[config.mk]
export PLATFORM = sky130hd
export DESIGN_NAME = axi4_lite_slave_handshake_ctrl
export DESIGN_NICKNAME = d
export VERILOG_FILES = /design/src/rtl/axi4_lite_slave_handshake_ctrl_pkg.sv /design/src/rtl/axi4_lite_slave_handshake_ctrl_ready_delay.sv /design/src/rtl/axi4_lite_slave_handshake_ctrl.sv
export SDC_FILE = /design/constraint.sdc
export NUM_CORES = 1
export LEC_CHECK = 0
export CELL_PAD_IN_SITES_DETAIL_PLACEMENT = 2
export CELL_PAD_IN_SITES_GLOBAL_PLACEMENT = 2
export CORE_MARGIN = 1.5
export CORE_UTILIZATION = 44
export CTS_BUF_LIST = sky130_fd_sc_hd__clkbuf_4 sky130_fd_sc_hd__clkbuf_8
export CTS_CLUSTER_SIZE = 30
export DETAILED_ROUTE_END_ITERATION = 16
export DONT_BUFFER_PORTS = 1
export GPL_TIMING_DRIVEN = 0
export PLACE_DENSITY_LB_ADDON = 0.1
export SKIP_LAST_GASP = 1
export SLEW_MARGIN = 20
export SYNTH_ARGS = -nofsm -noshare
export SYNTH_HDL_FRONTEND = slang
export SYNTH_HIERARCHICAL = 1
export SYNTH_SLANG_ARGS = --single-unit
[constraint.sdc]
create_clock -name aclk -period 2.4 [get_ports aclk]
set_clock_uncertainty 0.15 [all_clocks]
set_input_delay 0.12 -clock aclk [delete_from_list [all_inputs] [get_ports aclk]]
set_output_delay 0.12 -clock aclk [all_outputs]
set_load 0.1 [all_outputs]
[src/rtl/axi4_lite_slave_handshake_ctrl_pkg.sv]
// Shared FSM state types and default timing constants for the AXI4-Lite slave
// handshake controller.
package Axi4LiteGlobalsPkg;

    typedef enum logic [1:0] {
        WR_COLLECT = 2'd0,
        WR_LAT     = 2'd1,
        WR_RESP    = 2'd2
    } wr_state_e;

    typedef enum logic [1:0] {
        RD_IDLE = 2'd0,
        RD_LAT  = 2'd1,
        RD_RESP = 2'd2
    } rd_state_e;

    localparam int DEF_AW_READY_DELAY = 0;
    localparam int DEF_W_READY_DELAY  = 0;
    localparam int DEF_AR_READY_DELAY = 0;
    localparam int DEF_B_LATENCY      = 0;
    localparam int DEF_R_LATENCY      = 0;
    localparam int DEF_CNT_WIDTH      = 16;

    // Width of a counter holding 0..n, never narrower than one bit.
    function automatic int cnt_w(input int n);
        return (n < 1) ? 1 : $clog2(n + 1);
    endfunction

endpackage

[src/rtl/axi4_lite_slave_handshake_ctrl_ready_delay.sv]
// Programmable ready wait-state generator for one AXI4-Lite address/data channel.
// 'eligible' is the channel's eligibility for the coming cycle.
module axi4_lite_ready_delay
    import Axi4LiteGlobalsPkg::*;
#(
    parameter int DELAY = 0
) (
    input  logic aclk,
    input  logic aresetn,
    input  logic eligible,
    input  logic valid,
    output logic ready
);

    localparam int CW = cnt_w(DELAY);

    logic [CW-1:0] cnt;
    logic [CW-1:0] cnt_nxt;
    logic          eligible_q;
    logic          ready_nxt;

    // A handshake, a dropped valid or loss of eligibility all restart the wait.
    always_comb begin
        cnt_nxt = '0;
        if (eligible_q && valid && !ready) begin
            if (cnt < CW'(DELAY)) begin
                cnt_nxt = cnt + CW'(1);
            end else begin
                cnt_nxt = cnt;
            end
        end
        ready_nxt = eligible && ((DELAY == 0) || (cnt_nxt >= CW'(DELAY)));
    end

    always_ff @(posedge aclk or negedge aresetn) begin
        if (!aresetn) begin
            cnt        <= '0;
            eligible_q <= 1'b0;
            ready      <= 1'b0;
        end else begin
            cnt        <= cnt_nxt;
            eligible_q <= eligible;
            ready      <= ready_nxt;
        end
    end

endmodule

[src/rtl/axi4_lite_slave_handshake_ctrl.sv]
// AXI4-Lite slave responder: programmable ready wait-states, response latencies,
// accept strobes and wrapping completion counters. One write and one read in flight.
//
// state      | meaning
// WR_COLLECT | accepting AW and W, either order
// WR_LAT     | counting B latency
// WR_RESP    | bvalid held until bready
// RD_IDLE    | waiting for AR handshake
// RD_LAT     | counting R latency
// RD_RESP    | rvalid held until rready
module axi4_lite_slave_handshake_ctrl
    import Axi4LiteGlobalsPkg::*;
#(
    parameter int AW_READY_DELAY = DEF_AW_READY_DELAY,
    parameter int W_READY_DELAY  = DEF_W_READY_DELAY,
    parameter int AR_READY_DELAY = DEF_AR_READY_DELAY,
    parameter int B_LATENCY      = DEF_B_LATENCY,
    parameter int R_LATENCY      = DEF_R_LATENCY,
    parameter int CNT_WIDTH      = DEF_CNT_WIDTH
) (
    input  logic                 aclk,
    input  logic                 aresetn,
    input  logic                 awvalid,
    output logic                 awready,
    input  logic                 wvalid,
    output logic                 wready,
    output logic                 bvalid,
    input  logic                 bready,
    input  logic                 arvalid,
    output logic                 arready,
    output logic                 rvalid,
    input  logic                 rready,
    output logic                 wr_accept,
    output logic                 rd_accept,
    output logic [CNT_WIDTH-1:0] wr_done_count,
    output logic [CNT_WIDTH-1:0] rd_done_count
);

    localparam int BLW = cnt_w(B_LATENCY);
    localparam int RLW = cnt_w(R_LATENCY);

    wr_state_e      wr_state;
    rd_state_e      rd_state;
    logic           aw_done;
    logic           w_done;
    logic [BLW-1:0] b_cnt;
    logic [RLW-1:0] r_cnt;

    logic aw_hs;
    logic w_hs;
    logic ar_hs;
    logic aw_elig;
    logic w_elig;
    logic ar_elig;

    assign aw_hs = awready & awvalid;
    assign w_hs  = wready & wvalid;
    assign ar_hs = arready & arvalid;

    // Eligibility for the next cycle, so ready reopens right after a B/R handshake.
    assign aw_elig = ((wr_state == WR_COLLECT) && !aw_done && !aw_hs) ||
                     ((wr_state == WR_RESP) && bready);
    assign w_elig  = ((wr_state == WR_COLLECT) && !w_done && !w_hs) ||
                     ((wr_state == WR_RESP) && bready);
    assign ar_elig = ((rd_state == RD_IDLE) && !ar_hs) ||
                     ((rd_state == RD_RESP) && rready);

    axi4_lite_ready_delay #(.DELAY(AW_READY_DELAY)) u_aw_ready (
        .aclk     (aclk),
        .aresetn  (aresetn),
        .eligible (aw_elig),
        .valid    (awvalid),
        .ready    (awready)
    );

    axi4_lite_ready_delay #(.DELAY(W_READY_DELAY)) u_w_ready (
        .aclk     (aclk),
        .aresetn  (aresetn),
        .eligible (w_elig),
        .valid    (wvalid),
        .ready    (wready)
    );

    axi4_lite_ready_delay #(.DELAY(AR_READY_DELAY)) u_ar_ready (
        .aclk     (aclk),
        .aresetn  (aresetn),
        .eligible (ar_elig),
        .valid    (arvalid),
        .ready    (arready)
    );

    always_ff @(posedge aclk or negedge aresetn) begin
        if (!aresetn) begin
            wr_state      <= WR_COLLECT;
            aw_done       <= 1'b0;
            w_done        <= 1'b0;
            b_cnt         <= '0;
            bvalid        <= 1'b0;
            wr_accept     <= 1'b0;
            wr_done_count <= '0;
        end else begin
            wr_accept <= 1'b0;
            case (wr_state)
                WR_COLLECT: begin
                    aw_done <= aw_done | aw_hs;
                    w_done  <= w_done | w_hs;
                    if ((aw_done | aw_hs) && (w_done | w_hs)) begin
                        wr_accept <= 1'b1;
                        if (B_LATENCY == 0) begin
                            wr_state <= WR_RESP;
                            bvalid   <= 1'b1;
                        end else begin
                            wr_state <= WR_LAT;
                            b_cnt    <= BLW'(B_LATENCY - 1);
                        end
                    end
                end
                WR_LAT: begin
                    if (b_cnt == '0) begin
                        wr_state <= WR_RESP;
                        bvalid   <= 1'b1;
                    end else begin
                        b_cnt <= b_cnt - BLW'(1);
                    end
                end
                WR_RESP: begin
                    if (bready) begin
                        bvalid        <= 1'b0;
                        aw_done       <= 1'b0;
                        w_done        <= 1'b0;
                        wr_done_count <= wr_done_count + CNT_WIDTH'(1);
                        wr_state      <= WR_COLLECT;
                    end
                end
                default: begin
                    wr_state <= WR_COLLECT;
                    bvalid   <= 1'b0;
                    aw_done  <= 1'b0;
                    w_done   <= 1'b0;
                end
            endcase
        end
    end

    always_ff @(posedge aclk or negedge aresetn) begin
        if (!aresetn) begin
            rd_state      <= RD_IDLE;
            r_cnt         <= '0;
            rvalid        <= 1'b0;
            rd_accept     <= 1'b0;
            rd_done_count <= '0;
        end else begin
            rd_accept <= 1'b0;
            case (rd_state)
                RD_IDLE: begin
                    if (ar_hs) begin
                        rd_accept <= 1'b1;
                        if (R_LATENCY == 0) begin
                            rd_state <= RD_RESP;
                            rvalid   <= 1'b1;
                        end else begin
                            rd_state <= RD_LAT;
                            r_cnt    <= RLW'(R_LATENCY - 1);
                        end
                    end
                end
                RD_LAT: begin
                    if (r_cnt == '0) begin
                        rd_state <= RD_RESP;
                        rvalid   <= 1'b1;
                    end else begin
                        r_cnt <= r_cnt - RLW'(1);
                    end
                end
                RD_RESP: begin
                    if (rready) begin
                        rvalid        <= 1'b0;
                        rd_done_count <= rd_done_count + CNT_WIDTH'(1);
                        rd_state      <= RD_IDLE;
                    end
                end
                default: begin
                    rd_state <= RD_IDLE;
                    rvalid   <= 1'b0;
                end
            endcase
        end
    end

endmodule

==> impl_results.md <==
* Outcome: completed
* Starting Density at 0.460
* Synth Area in Compound Gates at 0.0258
* Post-DRT Antenna Nets at 0
* Hold Path Depth at 3
* Initial DRC count at 58
* Fin crit period at 2300 ps
* Final Non-Filler Cells at 206
* Vias per cell at 5.43
* CP required at 2390 ps
* WHS at 38.8 ps
* Synth Flop Type: dfrtp_1
* DRT Pass-1 Iters at 4
* Fmax at 435 MHz
* Core area at 0.00369 sq mm
* Type of the most critical hold path: in2reg
* Total Nets Final at 166
* CP startpoint kind: flip-flop
* Layout fillers at 381
* Peak VDD IR at 0.950 mV
* Crit-path slowest cell: dfrtp_2
* Final slew viol count at 0
* Overall Global Routing Usage at 0.208
* Yosys reg bits at 41
* Synth top area share at 0.605
* Inst Count DP at 190
* CP Cell Sequence: ha_1 > nand4_1 > nor3_1 > nand4_1 > xnor2_1
* HPWL Detailed at 2.50 mm
* Setup TNS at 0 ps
* Total routed wirelength at 3.75 mm
* PnR worst setup slack at 101 ps
* I/O Buffers at 0
* Fraction of layout cells with a size suffix above 1 at 0.215
* Hold Violations, Final at 0
* Post-synthesis net count at 151
* Antenna diode instance count at 0
* Largest net degree at the start of global routing at 42
* Post-synth EDFFs at 0
* Die Y at 65.1 microns
* Seq. cell area at 0.00105 sq mm
* Final core occ at 0.539
* Root Buffer: clkbuf_8
* Total CTS buffers at 5
* Crit-path max FO at 4
* Synth area leaders: dfrtp_1 61%, xnor2_1 12%, nand3_1 3.8%, xor2_1 3.6%, nand2_1 2.9%
* Worst-Margin Slew at 1050 ps
* Met2 Use GR at 0.339
* Syn avg cell area at 11.9 sq um
* Post-synth top cells: 41 x dfrtp_1, 23 x xnor2_1, 13 x nand2_1, 13 x nand3_1, 9 x inv_1
* Post-Synth XOR/XNOR Area at 0.155
* Clock Latency Late Sink at 300 ps
* Gr ovfl total at 0
* Vias in the first global route at 1328
* Critical Path AT at 2290 ps
* Power per cell area at 1520 mW/mm^2
* GR Layer Usage met3 at 0.0625
* Rows at 22
* Setup bufs post-CTS at 0
* TritonCTS clock tree: yes
* DIE WIDTH at 65.1 microns
* Largest family of logic cells by synthesized area: simple AND/OR/NAND/NOR gates
* HP Start: rready
* CTS clk-pin slew, worst paths at 70 ps
* Capturing point of the worst reg2reg path: rd_done_count[12]
* Cell Area, Synth at 0.00170 sq mm
* R2R cell count at 5
* Post-Synth Adder-Cell Area at 0.0148
* Final GP Congestion at 0.792
* Unrepaired setup endpoints after global routing: yes
* Post-synthesis cell count at 142
* Gr busiest metal: met2
* Hold path endpoint: rd_done_count[6]
* Sink Count at 41
* Multiplexer share of the synthesized area at 0.0133
* FF-to-FF setup slack at 100 ps
* # IOs at 46
* Period utilisation layout at 0.958
* # H-tree levels at 2
* Seq/Total Area, Yosys at 0.605
* Synth-to-Final Area Change at 17.3%
* Synth cell types at 23
* CP peak stage delay at 720 ps
* Synth area leader: dfrtp_1
* Vias at 1119
* Lkg Pwr at 0.888 nW
* Async SR Flop Fraction at 1.00
* Met1 Usage GRT at 0.257
* Top Registers: rd_done_count x16, wr_done_count x16
* Most frequent cell after synthesis: dfrtp_1
* DP Worst Slack at -259 ps
* Initial antenna violation count at 0
* Slew HR at 0.298
* Die ar. at 0.00423 sq mm
* Count of final setup violators at 0
* Yosys warns at 6
* Longest Clk Path Bufs at 2
* Most used cell, CP: nand4_1
* Crit end category: flip-flop
* Critical path type: reg2reg
* Remaining DRCs at 0
* MaxCap Viol Count at 0
* Avg WL per Cell at 18.2 microns
* Post-Synth Simple-Gate Area at 0.166
* Area occupied by multi-input gates at 636 sq um
* Crit Reg-Reg Startpoint: rd_done_count[0]
* First-pass GRT wire length at 6.45 mm
cells in the final DEF, fill, tap and decap left out, drive strengths merged, types with 4 or more instances in the layout:
master and n:
nor2 8, dfrtp 41, nand4 5, clkbuf 7, nand2 13, inv 9
nand3 13, dlygate4sd3 7, and3 4, xnor2 23, and4 4, xor2 7
repair_timing:
item,in CTS,in global routing
cloned,0,0
hold buffers,8,0
resized for setup,15,3
endpoints found under the hold margin,56,0
endpoints found under the setup margin,12,8
how the worst max path moves through the flow:
stage,startpoint,end,cells after the start
after floorplan,rd_done_count[0],rd_done_count[12],5
after global placement,wr_state[1],wr_done_count[11],4
after detailed placement,wr_state[1],wr_done_count[15],4
after CTS,wr_done_count[7],wr_done_count[15],4
after global routing,rd_done_count[3],rd_done_count[12],4
final,rd_done_count[0],rd_done_count[12],5
metrics by stage:
stage | instance area, sq um | power, mW
3_5_place_dp | 1760 | 2.38
5_1_grt | 1990 | 3.15
2_1_floorplan | 1700 | 2.27
4_1_cts | 1980 | 3.04
3_3_place_gp | 1760 | 2.34
6_report | 1990 | 3.02
metal layers:
metal  vias to the layer above  wire length (microns)
li1                        510                      -
met1                       570                   1610
met2                        33                   1890
met3                         6                    182
met4                         0                     63
met5                         -                      0
logic make-up (layout without fill, tap and decap cells):
kind of cell / Yosys count / in the layout
xor+xnor: 30 / 30
fa+ha+maj: 2 / 2
flops: 41 / 41
mux: 2 / 2
buf+inv: 9 / 25
simple gates: 51 / 51
compound gates: 7 / 7
cell type report:
class	instances	area share
Sequential cell	41	0.527
Multi-Input combinational cell	92	0.320
Clock buffer	7	0.0453
Timing Repair Buffer	8	0.0453
Tap cell	48	0.0302
Inverter	9	0.0170
Clock inverter	1	0.0151
worst max-delay path, delay by kind of cell (launching register included):
kind	cells	cell delay, ps
adder cells (fa/ha/maj)	1	270
XOR/XNOR	1	210
flip-flops	1	720
AND/OR/NAND/NOR	3	800
power breakdown:
| part | leakage, nW | switching (mW) | internal (mW) |
|---|---|---|---|
| clock | 0.0619 | 0.239 | 0.350 |
| sequential | 0.507 | 1.24 | 0.848 |
| combinational | 0.319 | 0.175 | 0.167 |
Power figures use the tool's default switching activity.
